$ cat src/rtl/calc_pkg.sv
// Shared constants for the calculator datapath: button indices and the
// single-grant helper used by the press-pulse arbiter.
package calc_pkg;

    localparam int NUM_BTN   = 6;

    localparam int BTN_CALC  = 0;
    localparam int BTN_PLUS  = 1;
    localparam int BTN_MINUS = 2;
    localparam int BTN_H     = 3;
    localparam int BTN_T     = 4;
    localparam int BTN_O     = 5;

    // Isolates the lowest set bit; bit 0 (calc) therefore has top priority.
    function automatic logic [NUM_BTN-1:0] lowest_onehot(input logic [NUM_BTN-1:0] v);
        return v & (~v + NUM_BTN'(1));
    endfunction

endpackage

$ cat src/rtl/debounce_cell.sv
// One button lane: 2-flop synchronizer, registered polarity normalization,
// and an up-counting debounce filter that owns the stable level.
// `press` is combinational from registered state so the owner can latch the
// event on the same edge that `stable` rises.
module debounce_cell #(
    parameter int DEBOUNCE_CYCLES = 500000,
    parameter int BTN_ACTIVE_LOW  = 1
) (
    input  logic clk,
    input  logic rst,
    input  logic raw,
    output logic stable,
    output logic press
);

    localparam int   CW  = $clog2(DEBOUNCE_CYCLES + 1);
    localparam logic REL = (BTN_ACTIVE_LOW != 0);

    logic          sync1;
    logic          sync2;
    logic          level;
    logic [CW-1:0] cnt;
    logic          flip;

    // Synchronize the raw pin, then register it as active-high; the sync
    // flops park at the released pin level so reset never looks like a press.
    always_ff @(posedge clk or negedge rst) begin
        if (!rst) begin
            sync1 <= REL;
            sync2 <= REL;
            level <= 1'b0;
        end else begin
            sync1 <= raw;
            sync2 <= sync1;
            level <= sync2 ^ REL;
        end
    end

    assign flip  = (level != stable) && (cnt == CW'(DEBOUNCE_CYCLES - 1));
    assign press = flip & ~stable;

    // Count consecutive disagreeing cycles; any agreement restarts the count.
    always_ff @(posedge clk or negedge rst) begin
        if (!rst) begin
            stable <= 1'b0;
            cnt    <= '0;
        end else if (level == stable) begin
            cnt    <= '0;
        end else if (flip) begin
            stable <= ~stable;
            cnt    <= '0;
        end else begin
            cnt    <= cnt + CW'(1);
        end
    end

endmodule

$ cat src/rtl/btn_conditioner.sv
// Button input conditioner: six debounce lanes feeding a pending-event
// register and a fixed-priority arbiter that emits at most one press pulse
// per clock. Optional feature macro: BTN_AUTO_REPEAT_EN adds auto-repeat on
// the h, t and o buttons; without it each debounced press yields one pulse.
module btn_conditioner
    import calc_pkg::*;
#(
    parameter int DEBOUNCE_CYCLES = 500000,
    parameter int BTN_ACTIVE_LOW  = 1,
    parameter int REPEAT_DELAY    = 25000000,
    parameter int REPEAT_PERIOD   = 5000000
) (
    input  logic               clk,
    input  logic               rst,
    input  logic [NUM_BTN-1:0] btn_raw,
    output logic [NUM_BTN-1:0] btn_pulse,
    output logic [NUM_BTN-1:0] btn_held
);

    logic [NUM_BTN-1:0] stable;
    logic [NUM_BTN-1:0] press;
    logic [NUM_BTN-1:0] repeat_set;
    logic [NUM_BTN-1:0] pending;
    logic [NUM_BTN-1:0] grant;

    for (genvar i = 0; i < NUM_BTN; i++) begin : g_lane
        debounce_cell #(
            .DEBOUNCE_CYCLES(DEBOUNCE_CYCLES),
            .BTN_ACTIVE_LOW (BTN_ACTIVE_LOW)
        ) u_cell (
            .clk   (clk),
            .rst   (rst),
            .raw   (btn_raw[i]),
            .stable(stable[i]),
            .press (press[i])
        );
    end

`ifdef BTN_AUTO_REPEAT_EN
    localparam int RPT_MAX = (REPEAT_DELAY > REPEAT_PERIOD) ? REPEAT_DELAY : REPEAT_PERIOD;
    localparam int RW      = $clog2(RPT_MAX + 1);

    assign repeat_set[BTN_H-1:0] = '0;

    for (genvar i = BTN_H; i < NUM_BTN; i++) begin : g_rpt
        logic [RW-1:0] cnt;

        // Down-counter armed by the press event; reloads with the period
        // each time it expires while the button stays held.
        always_ff @(posedge clk or negedge rst) begin
            if (!rst) begin
                cnt <= '0;
            end else if (press[i]) begin
                cnt <= RW'(REPEAT_DELAY - 1);
            end else if (!stable[i]) begin
                cnt <= '0;
            end else if (cnt == '0) begin
                cnt <= RW'(REPEAT_PERIOD - 1);
            end else begin
                cnt <= cnt - RW'(1);
            end
        end

        assign repeat_set[i] = stable[i] && (cnt == '0);
    end
`else
    assign repeat_set = '0;
`endif

    assign grant = lowest_onehot(pending);

    // Emit the highest-priority pending event; new events landing on the
    // bit being emitted survive because they are OR-ed in after the clear.
    always_ff @(posedge clk or negedge rst) begin
        if (!rst) begin
            pending   <= '0;
            btn_pulse <= '0;
            btn_held  <= '0;
        end else begin
            pending   <= (pending & ~grant) | press | repeat_set;
            btn_pulse <= grant;
            btn_held  <= stable;
        end
    end

endmodule

$ cat config.mk
export PLATFORM = sky130hd
export DESIGN_NAME = btn_conditioner
export DESIGN_NICKNAME = d
export VERILOG_FILES = /design/src/rtl/calc_pkg.sv /design/src/rtl/debounce_cell.sv /design/src/rtl/btn_conditioner.sv
export SDC_FILE = /design/constraint.sdc
export NUM_CORES = 1
export LEC_CHECK = 0
export ABC_AREA = 1
export CAP_MARGIN = 20
export CORE_MARGIN = 3
export CORE_UTILIZATION = 61
export CTS_CLUSTER_SIZE = 14
export DETAILED_ROUTE_END_ITERATION = 8
export GPL_TIMING_DRIVEN = 0
export PLACE_DENSITY = 0.87
export SYNTH_ARGS = -nofsm -noshare
export SYNTH_HDL_FRONTEND = slang
export SYNTH_SLANG_ARGS = --single-unit
$ cat constraint.sdc
create_clock -name clk -period 1.7 [get_ports clk]
set_input_delay 0.51 -clock clk [delete_from_list [all_inputs] [get_ports clk]]
set_output_delay 0.51 -clock clk [all_outputs]
set_load 0.005 [all_outputs]
### Word-level counts from Yosys, hierarchy flattened

Index checks and enable logic that the tools add are counted.

| word-level totals | value |
|---|---|
| flip-flop bits (word level) | 156 |
| bits of input ports | 8 |
| output and inout port bits | 12 |

| cells by class | value |
|---|---|
| $add $sub $neg | 7 |
| eq/ne operators | 18 |
| mux-type cells | 12 |
| bitwise gates (word level) | 29 |
| reduce and logical (&&, ||, !) cells | 12 |

Operators by type and width:

| cell | number |
|---|---|
| 19-bit 2-to-1 mux | 12 |
| 19-bit by 1-bit adder with 19-bit output, second input constant | 6 |
| 19-bit == test, second input constant | 6 |
| 1-bit inverter | 18 |
| 6-bit AND | 2 |
| 6-bit inverter | 2 |
| 2-bit AND reduction | 6 |
| 6-bit by 1-bit adder with 6-bit output, second input constant | 1 |
| 1-bit AND | 6 |
| 1-bit == test | 6 |
| 1-bit logical AND | 6 |
| 1-bit != test | 6 |
| 6-bit OR | 1 |

### Logic depth before layout (Yosys ltp)

| logic depth | value |
|---|---|
| word-level depth | 6 |
| gate-level depth with buffers | 10 |

### Modules after synthesis

From an unflattened synthesis, not the netlist that was laid out.

| unflattened totals | value |
|---|---|
| cells, all modules | 1062 |
| area, all modules | 8271.7 sq um |

By module, submodules not included:

| module | instances | cells each | area each (sq um) | seq. area each (sq um) |
|---|---|---|---|---|
| debounce_cell | 6 | 170 | 1282.5 | 578.1 |
| btn_conditioner | 1 | 42 | 576.8 | 450.4 |

### Worst setup path after synthesis

OpenSTA, ideal clock, no wires.

| timing path | value |
|---|---|
| path type | register -> register |
| from | register g_lane[3].u_cell.cnt[0] |
| to | register g_lane[3].u_cell.cnt[17] |
| data arrival time | 1.153 ns |
| path slack | 0.424 ns |
| stages on the path, launching flop included | 9 |
| path buffers | 0 |
| clock period less this slack | 1.276 ns |
| cell sequence | dfrtp_1 -> ha_1 -> nand2_1 -> inv_1 -> nand2_1 -> nor2_1 -> nand3_2 -> nand2_1 -> nor2_1 |

| between the ends | value |
|---|---|
| word-level cells in the longest chain between the ends | 4 |
| elaborated cells between the ends (all ways) | 5 |

RTL lines:

| element | line | RTL |
|---|---|---|
| from (decl) | debounce_cell.sv:22 | `logic [CW-1:0] cnt;` |
| from (signal assigned) | debounce_cell.sv:53 | `cnt <= cnt + CW'(1);` |
| branches (longest 2 deep; another with 19-bit by 1-bit adder with 19-bit output) | - |  |
| 19-bit 2-to-1 mux (*) | debounce_cell.sv:49 | `end else if (flip) begin` |
| 19-bit 2-to-1 mux (*) | debounce_cell.sv:47 | `end else if (level == stable) begin` |

Every way passes the cells marked *.
A chain may end at the register's enable or synchronous reset.

### Worst setup path after layout

| timing path | value |
|---|---|
| from | register g_lane[1].u_cell.cnt[0] |
| to | register g_lane[1].u_cell.cnt[10] |

| between the ends | value |
|---|---|
| word-level cells in the longest chain between the ends | 4 |
| elaborated cells between the ends (all ways) | 5 |

RTL lines:

| element | line |
|---|---|
| from (decl) | debounce_cell.sv:22 |
| from (signal assigned) | debounce_cell.sv:53 |
| branches (longest 2 deep; another with 19-bit by 1-bit adder with 19-bit output) | - |
| 19-bit 2-to-1 mux (*) | debounce_cell.sv:49 |
| 19-bit 2-to-1 mux (*) | debounce_cell.sv:47 |

Marked as above.

==> report_table.html <==
<table>
<tr><th>Metric</th><th>Value</th></tr>
<tr><th colspan="2">Synthesis</th></tr>
<tr><td>Fraction of the mapped netlist area in compound gates</td><td>2.76%</td></tr>
<tr><td>Xor and xnor area share after synthesis</td><td>6.62%</td></tr>
<tr><td>Proportion of register bits with asynchronous set or reset after synthesis</td><td>100%</td></tr>
<tr><td>Post-synth EDFFs</td><td>0</td></tr>
<tr><td>Post-synthesis sequential element count</td><td>156</td></tr>
<tr><td>YS warnings</td><td>0</td></tr>
<tr><td>Number of distinct library cells after synthesis</td><td>27</td></tr>
<tr><td>Dominant cells by area after synthesis</td><td>sky130_fd_sc_hd__dfrtp_1 45%, sky130_fd_sc_hd__nor2_1 12%, sky130_fd_sc_hd__nand2_1 10%</td></tr>
<tr><td>Multiplexer share of the synthesized area</td><td>0%</td></tr>
<tr><td>Biggest area consumer among synthesized cells</td><td>sky130_fd_sc_hd__dfrtp_1</td></tr>
<tr><td>Netlist area before placement</td><td>0.00794 mm2</td></tr>
<tr><td>Combinational family with the most area after synthesis</td><td>simple AND/OR/NAND/NOR gates</td></tr>
<tr><td>Synth Area in Simple Gates</td><td>33.7%</td></tr>
<tr><td>Post-Synth Adder-Cell Area</td><td>0.945%</td></tr>
<tr><td>Avg Inst Size Synth</td><td>7.83 um2</td></tr>
<tr><td>Net count after synthesis</td><td>1028</td></tr>
<tr><td>Fraction of post-synthesis cell area in the top cell type by area</td><td>45.4%</td></tr>
<tr><td>Primary flip-flop cell chosen by synthesis mapping</td><td>sky130_fd_sc_hd__dfrtp_1</td></tr>
<tr><td>Synthesized instance count</td><td>1014</td></tr>
<tr><td>Portion of the post-synthesis area used by sequential elements</td><td>49.3%</td></tr>
<tr><th colspan="2">Global route</th></tr>
<tr><td>Maximum number of pins on one net before global-route repair</td><td>98</td></tr>
<tr><td>Global routing usage summed across all routing layers</td><td>23.6%</td></tr>
<tr><td>Antenna violations before repair</td><td>0</td></tr>
<tr><td>Via count of the first global-routing pass</td><td>6234</td></tr>
<tr><td>Global route total overflow</td><td>0</td></tr>
<tr><td>First-pass GRT wire length</td><td>27700 um</td></tr>
<tr><th colspan="2">Finish</th></tr>
<tr><td># diodes</td><td>0</td></tr>
<tr><td>Total of fill cells in the finished design</td><td>989</td></tr>
<tr><td>Final Net Count</td><td>1067</td></tr>
<tr><td>Fraction of layout instances using a drive strength above 1</td><td>10.4%</td></tr>
<tr><td>Post-route cell area</td><td>0.00897 mm2</td></tr>
<tr><td>Area added between synthesis and finish</td><td>12.9%</td></tr>
<tr><td>Number of cells in the finished layout apart from fillers</td><td>1238</td></tr>
<tr><td>Layout Utilization</td><td>70.8%</td></tr>
<tr><th colspan="2">Worst setup path</th></tr>
<tr><td>Worst Path Arrival</td><td>1900 ps</td></tr>
<tr><td>Required time at the worst-slack endpoint</td><td>2010 ps</td></tr>
<tr><td>Capturing element type of the critical path</td><td>register</td></tr>
<tr><td>Startpoint type of the worst setup path</td><td>register</td></tr>
<tr><td>Path type of the worst setup path</td><td>reg2reg</td></tr>
<tr><td>Max FO, Critical Path</td><td>3</td></tr>
<tr><th colspan="2">Power</th></tr>
<tr><td>Leakage dissipation</td><td>4.04 nW</td></tr>
<tr><td>IR drop worst, VDD</td><td>671 uV</td></tr>
<tr><td>P per Cell Area</td><td>877 mW/mm2</td></tr>
<tr><th colspan="2">Timing</th></tr>
<tr><td>Final hold violation count</td><td>0</td></tr>
<tr><td>Setup Viol. Count Final</td><td>0</td></tr>
<tr><td>Final-layout setup total negative slack</td><td>0 ps</td></tr>
<tr><td>Final worst-path setup slack</td><td>109 ps</td></tr>
<tr><td>Measured slew at the worst slew-check pin</td><td>560 ps</td></tr>
<tr><td>Max frequency</td><td>0.628 GHz</td></tr>
<tr><td>Setup repair after global routing missed its margin</td><td>false</td></tr>
<tr><td>Final min period</td><td>1590 ps</td></tr>
<tr><td>Max_slew headroom</td><td>62.7%</td></tr>
<tr><td>Final clock period utilization by the worst path</td><td>93.6%</td></tr>
<tr><td>Clk_skew</td><td>7.21 ps</td></tr>
<tr><td>Count of pins over their slew limit</td><td>0</td></tr>
<tr><th colspan="2">Clocking</th></tr>
<tr><td>Insertion delay to the later sink of the worst-skew pair</td><td>430 ps</td></tr>
<tr><td>CTS Root Buffer Type</td><td>sky130_fd_sc_hd__clkbuf_16</td></tr>
<tr><td>Deepest level of the CTS H-tree</td><td>4</td></tr>
<tr><td>Post-CTS Setup Bufs</td><td>0</td></tr>
<tr><td>Clock transition at path regs</td><td>60 ps</td></tr>
<tr><td>Clk sinks</td><td>156</td></tr>
<tr><td>Inserted Clock Buffers</td><td>17</td></tr>
<tr><td>Worst-case clock buffer depth</td><td>2</td></tr>
<tr><td>TritonCTS clock tree</td><td>yes</td></tr>
<tr><th colspan="2">Drt</th></tr>
<tr><td>Post-DRT Antenna Nets</td><td>0</td></tr>
<tr><td>DRC violation count after routing</td><td>0</td></tr>
<tr><td>Routed via count</td><td>6480</td></tr>
<tr><td>First-pass iteration count of the detailed router</td><td>6</td></tr>
<tr><td>WL per Instance</td><td>12.7 um</td></tr>
<tr><td>Number of vias per cell</td><td>5.23</td></tr>
<tr><td>DRT Wirelength</td><td>15800 um</td></tr>
<tr><td>Number of design-rule violations left by the first detailed-router iteration</td><td>493</td></tr>
<tr><th colspan="2">Placement</th></tr>
<tr><td>Number of instances in the placed design</td><td>1206</td></tr>
<tr><td>Worst setup timing slack at the placement stage</td><td>165 ps</td></tr>
<tr><td>Placed Instance Area</td><td>0.00838 mm2</td></tr>
<tr><td>Weighted congestion at the end of routability-driven global placement</td><td>0.903</td></tr>
<tr><td>Number of input and output port buffers inserted</td><td>19</td></tr>
<tr><td>Post-detailed-placement half-perimeter wirelength</td><td>10700 um</td></tr>
<tr><th colspan="2">Job</th></tr>
<tr><td>Max-cap check violation count</td><td>0</td></tr>
<tr><th colspan="2">Die</th></tr>
<tr><td>Row cnt</td><td>41</td></tr>
<tr><td>Total I/O pin count</td><td>20</td></tr>
<tr><td>Die Height</td><td>120 um</td></tr>
<tr><td>Die area</td><td>0.0144 mm2</td></tr>
<tr><td>Core ar.</td><td>0.0127 mm2</td></tr>
<tr><td>Die W</td><td>120 um</td></tr>
<tr><td>Starting density of the core</td><td>62.7%</td></tr>
<tr><th colspan="2">Hold path</th></tr>
<tr><td>Worst hold-check path type</td><td>in2async</td></tr>
<tr><th colspan="2">Status</th></tr>
<tr><td>Status</td><td>finished clean</td></tr>
</table>
cell usage after synthesis, types with 7 or more instances:
| master | instances |
|---|---|
| sky130_fd_sc_hd__nor2_1 | 248 |
| sky130_fd_sc_hd__nand2_1 | 216 |
| sky130_fd_sc_hd__dfrtp_1 | 144 |
| sky130_fd_sc_hd__inv_1 | 128 |
| sky130_fd_sc_hd__nand3_1 | 63 |
| sky130_fd_sc_hd__xor2_1 | 42 |
| sky130_fd_sc_hd__nor2_2 | 24 |
| sky130_fd_sc_hd__nand2_2 | 18 |
| sky130_fd_sc_hd__xnor2_1 | 18 |
| sky130_fd_sc_hd__nand4_1 | 15 |
| sky130_fd_sc_hd__o21ai_0 | 13 |
| sky130_fd_sc_hd__dfstp_2 | 12 |
| sky130_fd_sc_hd__nor3_1 | 10 |
| sky130_fd_sc_hd__nor2_4 | 9 |
| sky130_fd_sc_hd__buf_2 | 8 |
| sky130_fd_sc_hd__o21bai_1 | 7 |
sequential cells by signal, summed over array words and instances (netlist names):
| signal | count |
|---|---|
| g_lane.u_cell.cnt | 114 |
| btn_held | 6 |
| btn_pulse | 6 |
| g_lane.u_cell.level | 6 |
| g_lane.u_cell.stable | 6 |
| g_lane.u_cell.sync1 | 6 |
| g_lane.u_cell.sync2 | 6 |
| pending | 6 |
power by group:
part / switching, mW / internal (mW)
logic: 0.173 / 0.0689
clock network: 1.47 / 2.34
registers: 0.0324 / 3.78
logic make-up after synthesis:
group | count (synthesis)
and+or+nand+nor | 616
adders and majority gates | 6
xor gates and xnor gates | 60
DFF | 156
buffers and inverters | 138
AOI/OAI and AO/OA | 38
cell type report:
class	instances	area, um2	share of cell area (%)
sequential	156	3920	43.7
multi-input combinational	720	3510	39.1
inverter	130	488	5.44
clock buffer	21	450	5.02
tap	172	215	2.40
timing repair buffer	20	204	2.27
clock inverter	11	144	1.60
buffer	8	40.0	0.447
cell usage in the layout, fill, tap and decap left out, types with 13 or more instances in the layout:
master                        n
sky130_fd_sc_hd__nand3_1     63
sky130_fd_sc_hd__nand4_1     15
sky130_fd_sc_hd__nor2_2      24
sky130_fd_sc_hd__xnor2_1     18
sky130_fd_sc_hd__nor2_1     248
sky130_fd_sc_hd__clkbuf_16   17
sky130_fd_sc_hd__o21ai_0     13
sky130_fd_sc_hd__nand2_2     19
sky130_fd_sc_hd__inv_1      128
sky130_fd_sc_hd__nand2_1    215
sky130_fd_sc_hd__xor2_1      42
sky130_fd_sc_hd__dfrtp_1    144
critical path: stages, from the launching register on:
cell	delay (ps)
sky130_fd_sc_hd__dfrtp_1	370
sky130_fd_sc_hd__ha_1	170
sky130_fd_sc_hd__nand2_1	90
sky130_fd_sc_hd__nor2_1	300
sky130_fd_sc_hd__nand2_1	190
sky130_fd_sc_hd__nor2_2	150
sky130_fd_sc_hd__xnor2_1	130
sky130_fd_sc_hd__nor2_1	70
through the flow:
step,hold WS [ps],power [mW]
floorplan,214,3.99
global placement,346,4.11
detailed placement,347,4.13
CTS,64.4,7.92
global route,87.5,8.12
finish,47.1,7.86
path summary, 6_finish.rpt:
check | start | to | slack (ps) | cells after the start
worst max-delay path | g_lane[1].u_cell.cnt[0] | g_lane[1].u_cell.cnt[10] | 110 | 7
worst min-delay path | rst | g_lane[1].u_cell.cnt[14] | 50 | 1
worst max register to register | g_lane[1].u_cell.cnt[0] | g_lane[1].u_cell.cnt[10] | 110 | 7
worst min register to register | g_lane[3].u_cell.sync1 | g_lane[3].u_cell.sync2 | 360 | 0
max in group asynchronous | rst | g_lane[3].u_cell.sync2 | 770 | 2
min in group clk | g_lane[3].u_cell.sync1 | g_lane[3].u_cell.sync2 | 360 | 0
routing by layer:
metal  track usage [%]  part of all wire (%)  vias to the layer above
met5                 0                     0                        -
met4              8.52                   2.3                        0
met3              5.37                   5.3                       42
met2              38.4                    48                      197
met1              31.2                    44                     3048
li1                  -                     -                     3193
timing repair:
action                                  CTS  global route
hold buffers                              0             0
gates cloned                              0             0
endpoints found under the setup margin   12             6
gates resized for setup                  12             2
pin swaps                                 0             0
No activity file was read; power rests on OpenSTA's default activity.
